### config.mk
export PLATFORM = sky130hd
export DESIGN_NAME = dqsw_delay_training_ctrl
export DESIGN_NICKNAME = d
export VERILOG_FILES = /design/src/rtl/dqsw_delay_training_ctrl.sv
export SDC_FILE = /design/constraint.sdc
export NUM_CORES = 1
export LEC_CHECK = 0
export CORE_AREA = 4 4 68 64
export CTS_BUF_LIST = sky130_fd_sc_hd__clkbuf_4 sky130_fd_sc_hd__clkbuf_8
export CTS_CLUSTER_SIZE = 25
export DETAILED_ROUTE_END_ITERATION = 10
export DIE_AREA = 0 0 72 68
export PLACE_DENSITY = 0.77
export SKIP_LAST_GASP = 1
export SLEW_MARGIN = 15
export SYNTH_ARGS = -nofsm -noshare
export SYNTH_HDL_FRONTEND = slang
export SYNTH_SLANG_ARGS = --single-unit
### constraint.sdc
create_clock -name FAB_CLK -period 2.1 [get_ports FAB_CLK]
set_clock_uncertainty 0.05 [all_clocks]
set_input_delay 0.21 -clock FAB_CLK [delete_from_list [all_inputs] [get_ports FAB_CLK]]
set_output_delay 0.21 -clock FAB_CLK [all_outputs]
set_load 0.02 [all_outputs]
### src/rtl/dqsw_delay_training_ctrl.sv
// DQSW270 delay-line training sequencer for one LPDDR3 lane: sweeps the IOD tap
// upward until the eye monitor reads a clean LATE, then backs off a few taps.
module dqsw_delay_training_ctrl #(
  parameter int unsigned TAP_W         = 8,
  parameter int unsigned MAX_TAPS      = 128,
  parameter int unsigned SETTLE_CYCLES = 8,
  parameter int unsigned BACKOFF_TAPS  = 2
) (
  input  logic             FAB_CLK,
  input  logic             RESET_N,
  input  logic             TRAIN_START,
  output logic             TRAIN_BUSY,
  output logic             TRAIN_DONE,
  output logic             TRAIN_ERR,
  output logic [TAP_W-1:0] TAP_COUNT,
  output logic [TAP_W-1:0] EDGE_TAP,
  output logic             DELAY_LINE_LOAD,
  output logic             DELAY_LINE_MOVE,
  output logic             DELAY_LINE_DIRECTION,
  input  logic             DELAY_LINE_OUT_OF_RANGE,
  output logic             EYE_MONITOR_CLEAR_FLAGS,
  input  logic             EYE_MONITOR_EARLY,
  input  logic             EYE_MONITOR_LATE
);

  localparam int unsigned SetW = $clog2(SETTLE_CYCLES + 1);
  localparam int unsigned BkW  = (BACKOFF_TAPS < 1) ? 1 : $clog2(BACKOFF_TAPS + 1);

  localparam logic [TAP_W-1:0] LastTap = TAP_W'(MAX_TAPS - 1);
  localparam logic [TAP_W-1:0] TapOne  = TAP_W'(1);
  localparam logic [SetW-1:0]  SetLast = SetW'(SETTLE_CYCLES - 1);
  localparam logic [SetW-1:0]  SetOne  = SetW'(1);
  localparam logic [BkW-1:0]   BkLast  = BkW'(BACKOFF_TAPS);
  localparam logic [BkW-1:0]   BkOne   = BkW'(1);

  typedef enum logic [3:0] {
    StIdle, StLoad, StClear, StSettle, StSample, StStep, StGap, StBackoff, StDone, StErr
  } state_e;

  state_e            state_q, state_d;
  logic [TAP_W-1:0]  tap_q, tap_d;
  logic [TAP_W-1:0]  edge_q, edge_d;
  logic [SetW-1:0]   set_cnt_q, set_cnt_d;
  logic [BkW-1:0]    bk_cnt_q, bk_cnt_d;
  logic              bk_gap_q, bk_gap_d;
  logic              load_q, load_d;
  logic              move_q, move_d;
  logic              dir_q, dir_d;
  logic              clear_q, clear_d;
  logic              busy_q, busy_d;
  logic              done_q, done_d;
  logic              err_q, err_d;

  always_comb begin
    state_d   = state_q;
    tap_d     = tap_q;
    edge_d    = edge_q;
    set_cnt_d = set_cnt_q;
    bk_cnt_d  = bk_cnt_q;
    bk_gap_d  = bk_gap_q;
    dir_d     = dir_q;
    move_d    = 1'b0;

    unique case (state_q)
      StIdle: begin
        if (TRAIN_START) state_d = StLoad;
      end
      StLoad: state_d = StClear;
      StClear: begin
        set_cnt_d = '0;
        state_d   = StSettle;
      end
      StSettle: begin
        if (set_cnt_q == SetLast) state_d = StSample;
        else                      set_cnt_d = set_cnt_q + SetOne;
      end
      StSample: begin
        // LATE together with EARLY is jitter around the edge, not the edge itself
        if (EYE_MONITOR_LATE && !EYE_MONITOR_EARLY) begin
          edge_d = tap_q;
          if (BACKOFF_TAPS == 0 || tap_q == '0) begin
            state_d = StDone;
          end else begin
            state_d  = StBackoff;
            bk_gap_d = 1'b0;
            bk_cnt_d = BkOne;
            tap_d    = tap_q - TapOne;
            move_d   = 1'b1;
            dir_d    = 1'b0;
          end
        end else if (tap_q == LastTap) begin
          state_d = StErr;
        end else begin
          state_d = StStep;
          tap_d   = tap_q + TapOne;
          move_d  = 1'b1;
          dir_d   = 1'b1;
        end
      end
      StStep: state_d = StGap;
      StGap: begin
        if (DELAY_LINE_OUT_OF_RANGE) state_d = StErr;
        else                         state_d = StClear;
      end
      StBackoff: begin
        // Alternates pulse and gap cycles; stops early once the tap saturates at 0
        if (!bk_gap_q) begin
          bk_gap_d = 1'b1;
        end else if (DELAY_LINE_OUT_OF_RANGE) begin
          state_d = StErr;
        end else if (bk_cnt_q == BkLast || tap_q == '0) begin
          state_d = StDone;
        end else begin
          bk_gap_d = 1'b0;
          bk_cnt_d = bk_cnt_q + BkOne;
          tap_d    = tap_q - TapOne;
          move_d   = 1'b1;
          dir_d    = 1'b0;
        end
      end
      StDone, StErr: begin
        if (TRAIN_START) state_d = StLoad;
      end
      default: state_d = StIdle;
    endcase

    load_d = (state_d == StLoad);
    if (load_d) begin
      tap_d  = '0;
      edge_d = '0;
    end
    clear_d = (state_d == StClear);
    busy_d  = !(state_d inside {StIdle, StDone, StErr});
    done_d  = (state_d inside {StDone, StErr});
    err_d   = (state_d == StErr);
  end

  always_ff @(posedge FAB_CLK) begin
    if (!RESET_N) begin
      state_q   <= StIdle;
      tap_q     <= '0;
      edge_q    <= '0;
      set_cnt_q <= '0;
      bk_cnt_q  <= '0;
      bk_gap_q  <= 1'b0;
      load_q    <= 1'b0;
      move_q    <= 1'b0;
      dir_q     <= 1'b0;
      clear_q   <= 1'b0;
      busy_q    <= 1'b0;
      done_q    <= 1'b0;
      err_q     <= 1'b0;
    end else begin
      state_q   <= state_d;
      tap_q     <= tap_d;
      edge_q    <= edge_d;
      set_cnt_q <= set_cnt_d;
      bk_cnt_q  <= bk_cnt_d;
      bk_gap_q  <= bk_gap_d;
      load_q    <= load_d;
      move_q    <= move_d;
      dir_q     <= dir_d;
      clear_q   <= clear_d;
      busy_q    <= busy_d;
      done_q    <= done_d;
      err_q     <= err_d;
    end
  end

  assign TRAIN_BUSY              = busy_q;
  assign TRAIN_DONE              = done_q;
  assign TRAIN_ERR               = err_q;
  assign TAP_COUNT               = tap_q;
  assign EDGE_TAP                = edge_q;
  assign DELAY_LINE_LOAD         = load_q;
  assign DELAY_LINE_MOVE         = move_q;
  assign DELAY_LINE_DIRECTION    = dir_q;
  assign EYE_MONITOR_CLEAR_FLAGS = clear_q;

endmodule

Yosys cells after proc, flatten, opt, wreduce, memory -nomap -nowiden
Index checks and enable logic that the tools add are counted.
{"block": "word_totals", "register_bits": 34, "output_inout_bits": 23, "wordCells": 104}
{"block": "op_classes", "add_sub_neg": 4, "eq_ne": 24, "mux": 44, "bitwise_logic": 1, "n_reduce_logical": 18}
{"cell": "$mux W8", "count": 6}
{"cell": "$mux W4", "count": 10}
{"cell": "$pmux W4 S8", "count": 1}
{"cell": "$eq A4 B3 Y1 const B", "count": 5}
{"cell": "$eq A4 B4 Y1 const B", "count": 4}
{"cell": "$mux W1", "count": 16}
{"cell": "$pmux W8 S2", "count": 1}
{"cell": "$eq A4 B2 Y1 const B", "count": 3}
{"cell": "$ne A2 B2 Y1 const B", "count": 6}
{"cell": "$reduce_and A6 Y1", "count": 2}
{"cell": "$mux W2", "count": 5}
{"cell": "$add A8 B1 Y8 const B", "count": 1}
{"cell": "$eq A4 B1 Y1 const B", "count": 2}
{"cell": "$eq A8 B7 Y1 const B", "count": 1}
{"cell": "$logic_not A4 Y1", "count": 2}
{"cell": "$logic_not A8 Y1", "count": 1}
{"cell": "$pmux W4 S2", "count": 1}
{"cell": "$sub A8 B1 Y8 const B", "count": 1}
{"cell": "$ne A3 B3 Y1 const B", "count": 2}
{"cell": "$pmux W1 S2", "count": 3}
{"cell": "$reduce_bool A2 Y1", "count": 3}
{"cell": "$add A4 B1 Y4 const B", "count": 1}
{"cell": "$pmux W2 S2", "count": 1}
{"cell": "$reduce_and A2 Y1", "count": 2}
{"cell": "10 further kinds", "count": 11}

Longest topological paths before layout
{"block": "logic_depth", "ltp_word": 9, "depth_mapped": 9, "mapped_depth_nobuf": 8}

Least setup slack after synthesis
No wires, ideal clock.
{"block": "synth_timing", "kind": "reg2reg", "startpoint": "reg tap_q[0] (netlist: TAP_COUNT[0])", "endpoint": "reg tap_q[2] (netlist: TAP_COUNT[2])", "setup_ps": 115, "t_arrival_ps": 2229, "required_ps": 1935, "setup_slack_ps": -294, "path_stages_with_launch": 10, "cell_sequence": "dfxtp_1 -> inv_1 -> ha_1 -> or4b_4 -> nor3_2 -> o22a_2 -> nand3_4 -> o31ai_4 -> buf_6 -> nor2_1"}
{"block": "synth_between", "elab_chain_len": 8}
{"element": "start, declared", "line": "41", "text": "logic [TAP_W-1:0] tap_q, tap_d;"}
{"element": "start signal, assigned", "line": "155", "text": "tap_q <= tap_d;"}
{"element": "$logic_not A8 Y1", "line": "81, 111"}
{"element": "$logic_or A1 B1 Y1", "line": "111", "text": "end else if (bk_cnt_q == BkLast || tap_q == '0) begin"}
{"element": "$mux W4", "line": "111"}
{"element": "$mux W4", "line": "109", "text": "end else if (DELAY_LINE_OUT_OF_RANGE) begin"}
{"element": "$mux W4", "line": "107", "text": "if (!bk_gap_q) begin"}
{"element": "$pmux W4 S8", "line": "64", "text": "unique case (state_q)"}
{"element": "$eq A4 B1 Y1", "line": "127", "text": "load_d = (state_d == StLoad);"}
{"element": "$reduce_or A2 Y1 (no line)"}
Several ways; a longest one is shown, not always the timed one. The select of a mux whose other input is x is not followed.
A chain may end at the register's enable or synchronous reset.

Worst setup path after layout
{"block": "layout_timing", "startpoint": "reg tap_q[1] (netlist: TAP_COUNT[1])", "endpoint": "reg busy_q (netlist: TRAIN_BUSY)"}
{"block": "layout_between", "elab_chain_len": 9}
{"element": "$logic_not A8 Y1", "line": "81, 111"}
{"element": "$logic_or A1 B1 Y1", "line": "111"}
{"element": "$mux W4", "line": "111"}
{"element": "$mux W4", "line": "109"}
{"element": "$mux W4", "line": "107"}
{"element": "$pmux W4 S8 (*)", "line": "64"}
{"element": "$eq A4 B4 Y1 or $logic_not A4 Y1 (tied branches)", "line": "133", "text": "busy_d = !(state_d inside {StIdle, StDone, StErr});"}
{"element": "$reduce_bool A3 Y1 (*)", "line": "133"}
{"element": "$logic_not A1 Y1 (*)", "line": "133"}
{"element": "end signal, assigned", "line": "164", "text": "busy_q <= busy_d;"}
{"element": "end, declared", "line": "50", "text": "logic busy_q, busy_d;"}
Every way passes the cells marked *; elsewhere a longest branch is shown, timed or not.

==> results by group <==
Status
  – Outcome: finished, violations left
  – Failing checks: negative setup slack

Global routing
  – Global route total overflow: 0
  – Vias in the first global route: about 1,700
  – Initial antenna violation count: 0
  – First-pass GRT wire length: about 8100 um
  – Largest net degree at the start of global routing: 17
  – GRT Total Usage: 21.6%

Finish
  – Final-stage net count: 294
  – Final instance area: 0.00260 mm2
  – Antenna diode count: 0
  – Area delta synth->final: 46.3%
  – Layout cells sized above 1: between 30 and 40%

Clock network
  – H-tree Lvls: 2
  – Later-pin clock latency in the skew report: around 290 ps
  – Longest Clk Path Bufs: 2
  – Clock Sink Count: 34
  – CTS tree: yes
  – CTS clock-pin slew for the worst setup and hold paths: about 70 ps
  – Clock tree root driver cell: clkbuf_8
  – TritonCTS Buffers: 5

Route
  – DR DRC count: 0
  – Starting DRT DRC Count: slightly below 100
  – Vias/cell: between 5 and 6
  – Vias: roughly 1,800
  – Final ANT Viol Nets: 0
  – Mean routed wirelength per cell: between 10 and 15 um
  – Total wire length: 4880 um
  – DR pass1 iterations: 4

Pwr
  – Power Density: between 500 and 600 mW/mm2
  – Maximum VDD drop: between 0.3 and 0.4 mV
  – LEAKAGE: between 0.9 and 1 nW

Synthesis
  – Sequential element share of the synthesized area: a little under two fifths
  – Mean post-synth cell area: approximately 8.4 um2
  – Post-synthesis cell area: roughly 0.0018 mm2
  – Cells after Synth: between 200 and 250
  – Synth area leaders: dfxtp_1, nand2_1, nor2_1, a21oi_1, ha_1
  – Seq cells post-synth: 34
  – Post-synth top area share: around two fifths
  – Fraction of registers with async set/reset: 0%
  – Post-synth top cells: nand2_1, dfxtp_1, nor2_1
  – Post-synth EDFFs: 0
  – Most frequent cell after synthesis: nand2_1
  – Syn Nets: between 200 and 250
  – Primary FF master, synth: dfxtp_1
  – Yosys warnings: 0
  – Synth area leader: dfxtp_1
  – Synth cell types: 51

Timing
  – Unrepaired setup endpoints after global routing: yes
  – Max_slew headroom: ~65%
  – Slew @ Worst Pin: approximately 520 ps
  – Hold Slack: approximately 400 ps
  – Clock period minus worst slack: ~2200 ps
  – Post-route setup TNS: -1020 ps
  – Endpoints failing hold: 0
  – Setup Viol. Count Final: 20
  – Worst setup margin: -85.2 ps
  – Fin crit share: 104%
  – Max Fclk: 458 MHz
  – Max-slew violation count: 0

Die
  – Initial Utilization: about half
  – Die Span Y: just under 70 um
  – Die X: slightly above 70 um
  – I/O Pins: 29
  – Row count: 21
  – Die Area: 0.00490 mm2
  – Area of the core: about 0.0036 mm2

Critical path
  – Type of origin of the critical path: register
  – CP endpoint kind: register
  – Critical path fanouts, max: 5
  – Critical path type: reg -> reg
  – Critical Path RT: 2240 ps
  – CP Data Arrival Time: approximately 2300 ps

Placed design
  – Cell Area, Placed: 0.00243 mm2
  – Post-DP HPWL: between 3000 and 4000 um
  – Gpl congestion: 0.842
  – I/O Buffers: 28

Worst hold path
  – Worst Hold Class: reg -> reg

Job
  – Max-Cap Viols: 0
## registers in the layout, summed over array words and instances (netlist names), 2 cells and up
register	count
bk_cnt_q	2
EDGE_TAP	8
set_cnt_q	4
state_q	4
TAP_COUNT	8
## path summary, 6_finish.rpt
path                              startpoint           to  slack [ps]  cells past startpoint
worst min register to register   EDGE_TAP[1]  EDGE_TAP[1]         400                      2
worst max register to register  TAP_COUNT[1]   TRAIN_BUSY         -90                      9
worst max-delay path            TAP_COUNT[1]   TRAIN_BUSY         -90                      9
worst min-delay path             EDGE_TAP[1]  EDGE_TAP[1]         400                      2
## area by class of cell
type	instances	area, um2
multi-input cells	161	1080
fillers	269	1020
flip-flops and latches	34	691
repair buffers	74	662
clock buffers	5	68.8
well taps	46	57.6
inverters	8	32.5
clock inverters	2	10.0
## report_power, final
group	switching [W]	total (W)	internal, W	leakage [nW]
sequential	0.00000734	0.000661	0.000654	0.278
combinational	0.000106	0.000216	0.000110	0.666
clock	0.000234	0.000456	0.000222	0.0438
## critical path: stages, from the launching register on
cell	delay [ps]
dfxtp_4	350
inv_2	60
ha_4	130
or4b_4	530
nor2_4	160
nand2_2	80
a211oi_4	310
buf_6	170
nor2_1	50
o21a_1	170
## cell usage in the layout (no fill, tap or decap), types with 6 or more instances in the layout
cell	Yosys	layout
nand2_1	36	35
nor3_1	7	7
a21oi_1	13	12
o21ai_0	9	9
clkdlybuf4s50_1	0	28
buf_4	0	41
nor2_1	23	21
dfxtp_1	34	30
inv_1	8	6
## per-layer routing
layer	wire length, um	track usage [%]
met1	2160	26.0
met2	2350	37.3
met3	253	4.26
met4	117	10.3
met5	0	0
## through the flow
stage                     total power, W  std cells  setup WS (ps)  util [%]
after floorplan                 0.000781        212          -82.8         -
after global placement          0.000859        318          -51.4      67.1
after detailed placement        0.000864        318           -199      67.1
after CTS                        0.00132        328          -72.3      70.7
after global routing             0.00138        330           -160      71.8
final                            0.00133        330          -85.2      71.8
## repair_timing
| item | in CTS | in global routing |
|---|---|---|
| hold buffers | 0 | 0 |
| endpoints found under the setup margin | 21 | 24 |
| setup buffers | 3 | 2 |
| gates resized for setup | 5 | 7 |
| pin swaps | 1 | 5 |
## logic make-up (layout without fill, tap and decap cells)
kind of cell               after synthesis  count (layout)  share of synthesized area, %
AOI/OAI and AO/OA                       46              46                          19.3
xor gates and xnor gates                 7               7                          3.45
adders and majority gates                4               4                          2.81
buffers and inverters                   17              89                          4.99
DFF                                     34              34                          38.3
muxes                                    2               2                          1.20
and+or+nand+nor                        102             102                          30.0
No activity file was read; power rests on OpenSTA's default activity.
